`config.mk`:
```
export PLATFORM = sky130hd
export DESIGN_NAME = fpdiv_sched
export DESIGN_NICKNAME = d
export VERILOG_FILES = /design/src/rtl/fpdiv_pkg.sv /design/src/rtl/fpdiv_sched_rr_arbiter.sv /design/src/rtl/fpdiv_sched.sv
export SDC_FILE = /design/constraint.sdc
export NUM_CORES = 1
export LEC_CHECK = 0
export CAP_MARGIN = 10
export CORE_MARGIN = 2
export CORE_UTILIZATION = 35
export DETAILED_ROUTE_END_ITERATION = 10
export PLACE_DENSITY = 0.79
export SYNTH_ARGS = -nofsm -noshare
export SYNTH_HDL_FRONTEND = slang
export SYNTH_SLANG_ARGS = --single-unit
```
`constraint.sdc`:
```
create_clock -name clk -period 5 [get_ports clk]
set_input_delay 0.75 -clock clk [delete_from_list [all_inputs] [get_ports clk]]
set_output_delay 0.75 -clock clk [all_outputs]
set_load 0.05 [all_outputs]
```
`src/rtl/fpdiv_pkg.sv`:
```
// Shared definitions for the fpdiv scheduler: sequencer states and BF16 constants.
package fpdiv_pkg;

    localparam int BF16_W = 16;

    localparam logic [BF16_W-1:0] QNAN = 16'h7FC0;
    localparam logic [BF16_W-1:0] PINF = 16'h7F80;
    localparam logic [BF16_W-1:0] ZERO = 16'h0000;

    typedef enum logic [2:0] {
        IDLE,
        ISSUE,
        WAIT,
        RESP,
        RECOVER
    } state_t;

endpackage

```
`src/rtl/fpdiv_sched_rr_arbiter.sv`:
```
// Round-robin arbiter: grants the first request at or above the pointer (wrapping)
// and moves the pointer just past the winner when the grant is accepted.
module rr_arbiter #(
    parameter  int N_REQ = 4,
    localparam int IDX_W = (N_REQ > 1) ? $clog2(N_REQ) : 1
) (
    input  logic             clk,
    input  logic             rst,
    input  logic [N_REQ-1:0] req,
    input  logic             accept,
    output logic [N_REQ-1:0] grant,
    output logic [IDX_W-1:0] grant_idx,
    output logic             any
);

    logic [IDX_W-1:0] ptr;

    function automatic int wrap_idx(input int base, input int off);
        return (base + off) % N_REQ;
    endfunction

    always_comb begin
        grant     = '0;
        grant_idx = '0;
        any       = 1'b0;
        for (int i = 0; i < N_REQ; i++) begin
            if (!any && req[wrap_idx(int'(ptr), i)]) begin
                grant[wrap_idx(int'(ptr), i)] = 1'b1;
                grant_idx = IDX_W'(wrap_idx(int'(ptr), i));
                any       = 1'b1;
            end
        end
    end

    always_ff @(posedge clk or posedge rst) begin
        if (rst) begin
            ptr <= '0;
        end else if (accept && any) begin
            ptr <= (grant_idx == IDX_W'(N_REQ - 1)) ? '0 : grant_idx + IDX_W'(1);
        end
    end

endmodule

```
`src/rtl/fpdiv_sched.sv`:
```
// Shares one BF16 fpdiv among N_REQ clients: round-robin grant, operand hold,
// result capture with a watchdog that answers qNaN + error if the divider hangs.
module fpdiv_sched
    import fpdiv_pkg::*;
#(
    parameter int N_REQ       = 4,
    parameter int TIMEOUT_CYC = 64,
    parameter int CNT_W       = 7
) (
    input  logic                  clk,
    input  logic                  rst,
    input  logic [N_REQ-1:0]      req_valid,
    output logic [N_REQ-1:0]      req_ready,
    input  logic [16*N_REQ-1:0]   req_x1,
    input  logic [16*N_REQ-1:0]   req_x2,
    output logic [N_REQ-1:0]      rsp_valid,
    input  logic [N_REQ-1:0]      rsp_ready,
    output logic [15:0]           rsp_y,
    output logic                  rsp_err,
    output logic [15:0]           div_x1,
    output logic [15:0]           div_x2,
    output logic                  div_en,
    input  logic [15:0]           div_y,
    input  logic                  div_ready
);

    localparam int IDX_W = (N_REQ > 1) ? $clog2(N_REQ) : 1;

    state_t           state;
    logic [N_REQ-1:0] sel_oh;
    logic [CNT_W-1:0] wdog;

    logic [N_REQ-1:0] grant;
    logic [IDX_W-1:0] grant_idx;
    logic             any;
    logic             accept;

    assign accept = (state == IDLE);

    rr_arbiter #(.N_REQ(N_REQ)) u_arb (
        .clk       (clk),
        .rst       (rst),
        .req       (req_valid),
        .accept    (accept),
        .grant     (grant),
        .grant_idx (grant_idx),
        .any       (any)
    );

    // All outputs are registered: the accept pulse and div_en rise on the edge
    // that leaves IDLE, so operands are already latched when the divider sees en.
    always_ff @(posedge clk or posedge rst) begin
        if (rst) begin
            state     <= IDLE;
            req_ready <= '0;
            rsp_valid <= '0;
            rsp_y     <= ZERO;
            rsp_err   <= 1'b0;
            div_x1    <= ZERO;
            div_x2    <= ZERO;
            div_en    <= 1'b0;
            wdog      <= '0;
            sel_oh    <= '0;
        end else begin
            req_ready <= '0;
            case (state)
                IDLE: begin
                    if (any) begin
                        req_ready <= grant;
                        sel_oh    <= grant;
                        div_x1    <= req_x1[int'(grant_idx)*BF16_W +: BF16_W];
                        div_x2    <= req_x2[int'(grant_idx)*BF16_W +: BF16_W];
                        div_en    <= 1'b1;
                        state     <= ISSUE;
                    end
                end
                ISSUE: begin
                    wdog  <= '0;
                    state <= WAIT;
                end
                WAIT: begin
                    wdog <= wdog + CNT_W'(1);
                    // A result arriving on the timeout cycle still wins.
                    if (div_ready) begin
                        rsp_y     <= div_y;
                        rsp_err   <= 1'b0;
                        rsp_valid <= sel_oh;
                        div_en    <= 1'b0;
                        state     <= RESP;
                    end else if (wdog == CNT_W'(TIMEOUT_CYC - 1)) begin
                        rsp_y     <= QNAN;
                        rsp_err   <= 1'b1;
                        rsp_valid <= sel_oh;
                        div_en    <= 1'b0;
                        state     <= RESP;
                    end
                end
                RESP: begin
                    if (|(rsp_ready & sel_oh)) begin
                        rsp_valid <= '0;
                        state     <= RECOVER;
                    end
                end
                RECOVER: begin
                    state <= IDLE;
                end
                default: begin
                    state <= IDLE;
                end
            endcase
        end
    end

endmodule
```
==> impl_metrics.sql <==
INSERT INTO impl_metrics (metric_group, metric, value, unit) VALUES
('run_status', 'result_of_the_run', 'completed', ''),
('synth', 'syn_avg_cell_area', '10.1', 'sq um'),
('drt', 'first_iter_violations', '184', ''),
('placement', 'dp.final_hpwl', '10100', 'um'),
('floorplanning', 'row_count', '40', ''),
('setup_path', 'timing.setup.critical_path_class', 'reg -> reg', ''),
('placement', 'buffer_ports.inserted', '212', ''),
('synth', 'synth.cell_area', '0.00426', 'sq mm'),
('placement', 'placement.cell_area', '0.00642', 'sq mm'),
('synth', 'largest_family_of_logic_cells_by_synthesized_area', 'compound AO/OA/AOI/OAI gates', ''),
('drt', 'drt_wl_total', '13600', 'um'),
('clock_network', 'worst_skew_pair.late_latency', '0.34', 'ns'),
('synth', 'synth-seq-cells', '74', ''),
('clock_network', 'tritoncts.num_buffers', '9', ''),
('setup_path', 'crit_required', '5.24', 'ns'),
('layout', 'final_design_area_no_fill', '0.00671', 'sq mm'),
('setup_path', 'setup.worst_path.start_class', 'flop', ''),
('drt', 'antenna_left', '0', ''),
('synth', 'synth-edff-count', '0', ''),
('power_and_ir_drop', 'vdd_ir_drop_max', '0.141', 'mV'),
('synth', 'netlist.top_cell.by_area', 'dfrtp_1', ''),
('synth', 'mappedNetlistNets', '584', ''),
('drt', 'dr_total_vias', '4180', ''),
('clock_network', 'ctsLongestPathBuffers', '2', ''),
('placement', 'placedCellCount', '754', ''),
('synth', 'yosys-mux-area-fraction', '0.115', ''),
('clock_network', 'post_cts.resized_instances', '0', ''),
('placement', 'gp_routability_congestion', '0.842', ''),
('timing', 'min_period_over_period', '0.702', ''),
('drt', 'post-route-drc-count', '0', ''),
('synth', 'synth_simple_gate_area_share', '0.128', ''),
('timing', 'max_freq', '285', 'MHz'),
('clock_network', 'ctsHoldBuffers', '0', ''),
('clock_network', 'clk_transition_reported_paths', '0.06', 'ns'),
('floorplanning', 'placeableCoreArea', '0.0120', 'sq mm'),
('setup_path', 'arrival', '3.75', 'ns'),
('synth', 'yosysWarnings', '0', ''),
('layout', 'num-nets-final', '779', ''),
('timing', 'final_max_slew_viol_count', '0', ''),
('job', 'max-cap-violations', '0', ''),
('synth', 'synthFlopType', 'dfrtp_1', ''),
('global_routing', 'globalRouteTotalUtil', '0.207', ''),
('synth', 'netlist_instances', '423', ''),
('clock_network', 'clock_tree.htree_level_count', '3', ''),
('global_routing', 'grt_remaining_overflow', '0', ''),
('layout', 'share_of_final_layout_standard_cells_stronger_than_drive_strength_1', '0.0899', ''),
('layout', 'instances_no_fill', '770', ''),
('timing', 'finalHoldViolCount', '0', ''),
('synth', 'netlist-cell-type-count', '49', ''),
('power_and_ir_drop', 'cellLeakagePower', '2.89', 'nW'),
('layout', 'post-route-util', '0.561', ''),
('clock_network', 'tritoncts_num_sinks', '74', ''),
('synth', 'synth_compound_gate_area_share', '0.244', ''),
('layout', 'final_common_cell', 'clkdlybuf4s50_1', ''),
('synth', 'share_of_synthesized_area_occupied_by_flip_flops_and_latches', '0.435', ''),
('timing', 'fin_tns_setup', '0', 'ns'),
('global_routing', 'grt_pass1_vias', '4284', ''),
('timing', 'unrepaired_setup_endpoints_after_global_routing', 'no', ''),
('timing', 'final.setup_skew', '0.00666', 'ns'),
('synth', 'synthAdderAreaFrac', '0.0176', ''),
('synth', 'yosys.area_share.xor_xnor', '0.00823', ''),
('clock_network', 'clk_root_buffer_cell', 'clkbuf_16', ''),
('drt', 'iteration_count_of_the_initial_detailed_routing_pass', '5', ''),
('floorplanning', 'vertical_die_dimension', '114', 'um'),
('drt', 'wire_per_inst', '17.6', 'um'),
('global_routing', 'number_of_antenna_violations_at_the_first_check_in_global_routing', '0', ''),
('layout', 'n_fill_cell', '1034', ''),
('timing', 'timing.max_slew.rel_slack', '0.353', ''),
('setup_path', 'critical_path.max_fanout', '65', ''),
('synth', 'synthTopCellsByArea', 'dfrtp_1 44%, mux2i_1 9.9%, a221oi_2 7.8%', ''),
('setup_path', 'setup.worst_path.end_class', 'flop', '');
==> path summary, 6_finish.rpt <==
path,start,to,slack [ns],cells after the start
worst max-delay path,u_arb.ptr[0],div_x1[3],1.49,8
worst min-delay path,rsp_y[12],rsp_y[12],0.48,1
worst max register to register,u_arb.ptr[0],div_x1[3],1.49,8
worst min register to register,rsp_y[12],rsp_y[12],0.48,1
max in group asynchronous,rst,wdog[4],3.22,3
min in group asynchronous,rst,rsp_y[4],0.92,2
==> worst max-delay path, cell delays in order, from the launching register on <==
cell	delay, ns
dfrtp_1	0.68
inv_4	0.11
ha_1	0.53
nor3b_1	0.31
a32oi_1	0.20
o21ai_4	0.15
o21a_4	0.76
mux2i_1	0.27
a221oi_2	0.34
==> synthesized netlist by cell type (all sizes together) (3+ instances only) <==
cell type / count
nand3: 8
clkbuf: 13
mux2i: 42
a221oi: 33
nor2: 44
a21oi: 43
dfrtp: 74
xor2: 3
inv: 6
a22o: 13
ha: 6
o22a: 9
buf: 20
a21o: 5
o21ai: 14
nand2: 56
nor3: 4
==> registers in the layout, indices dropped and copies added (netlist names) <==
| signal | cells |
|---|---|
| div_x1 | 16 |
| div_x2 | 16 |
| rsp_y | 16 |
| wdog | 7 |
| req_ready | 4 |
| rsp_valid | 4 |
| sel_oh | 4 |
| state | 3 |
| u_arb.ptr | 2 |
| div_en | 1 |
| rsp_err | 1 |
==> through the flow <==
step                      total power [mW]  hold WS [ns]
after floorplan                       1.43         0.462
after global placement                1.76         0.472
after detailed placement              1.79         0.476
after CTS                             2.42         0.490
after global routing                  2.52         0.507
final                                 2.39         0.484
==> power breakdown <==
| part | total [mW] | switching [mW] | internal, mW |
|---|---|---|---|
| Combinational | 1.00 | 0.586 | 0.416 |
| Clock | 0.616 | 0.273 | 0.344 |
| Sequential | 0.774 | 0.0752 | 0.698 |
==> layer usage <==
metal  vias to the layer above  wire [um]  track usage
li1                       1955          -            -
met1                      2039       5480        0.233
met2                       180       6840        0.371
met3                         6       1180       0.0662
met4                         0         80       0.0650
met5                         -          0            0
==> kinds of logic (layout without fill, tap and decap cells) <==
logic type / after synthesis / count (layout)
AO/OA/AOI/OAI: 127 / 127
XOR/XNOR: 4 / 4
adder cells (fa/ha/maj): 6 / 6
buffers and inverters: 39 / 239
flip-flops: 74 / 74
multiplexers: 46 / 46
AND/OR/NAND/NOR: 127 / 127
==> final cells by class <==
cell class	count	area (sq um)	area share
multi-input combinational	310	2200	0.328
timing repair buffer	217	2160	0.322
sequential	74	1850	0.276
clock buffer	9	225	0.0336
tap	147	184	0.0274
clock inverter	7	58.8	0.00877
inverter	6	26.3	0.00392
No activity file was read; power rests on OpenSTA's default activity.
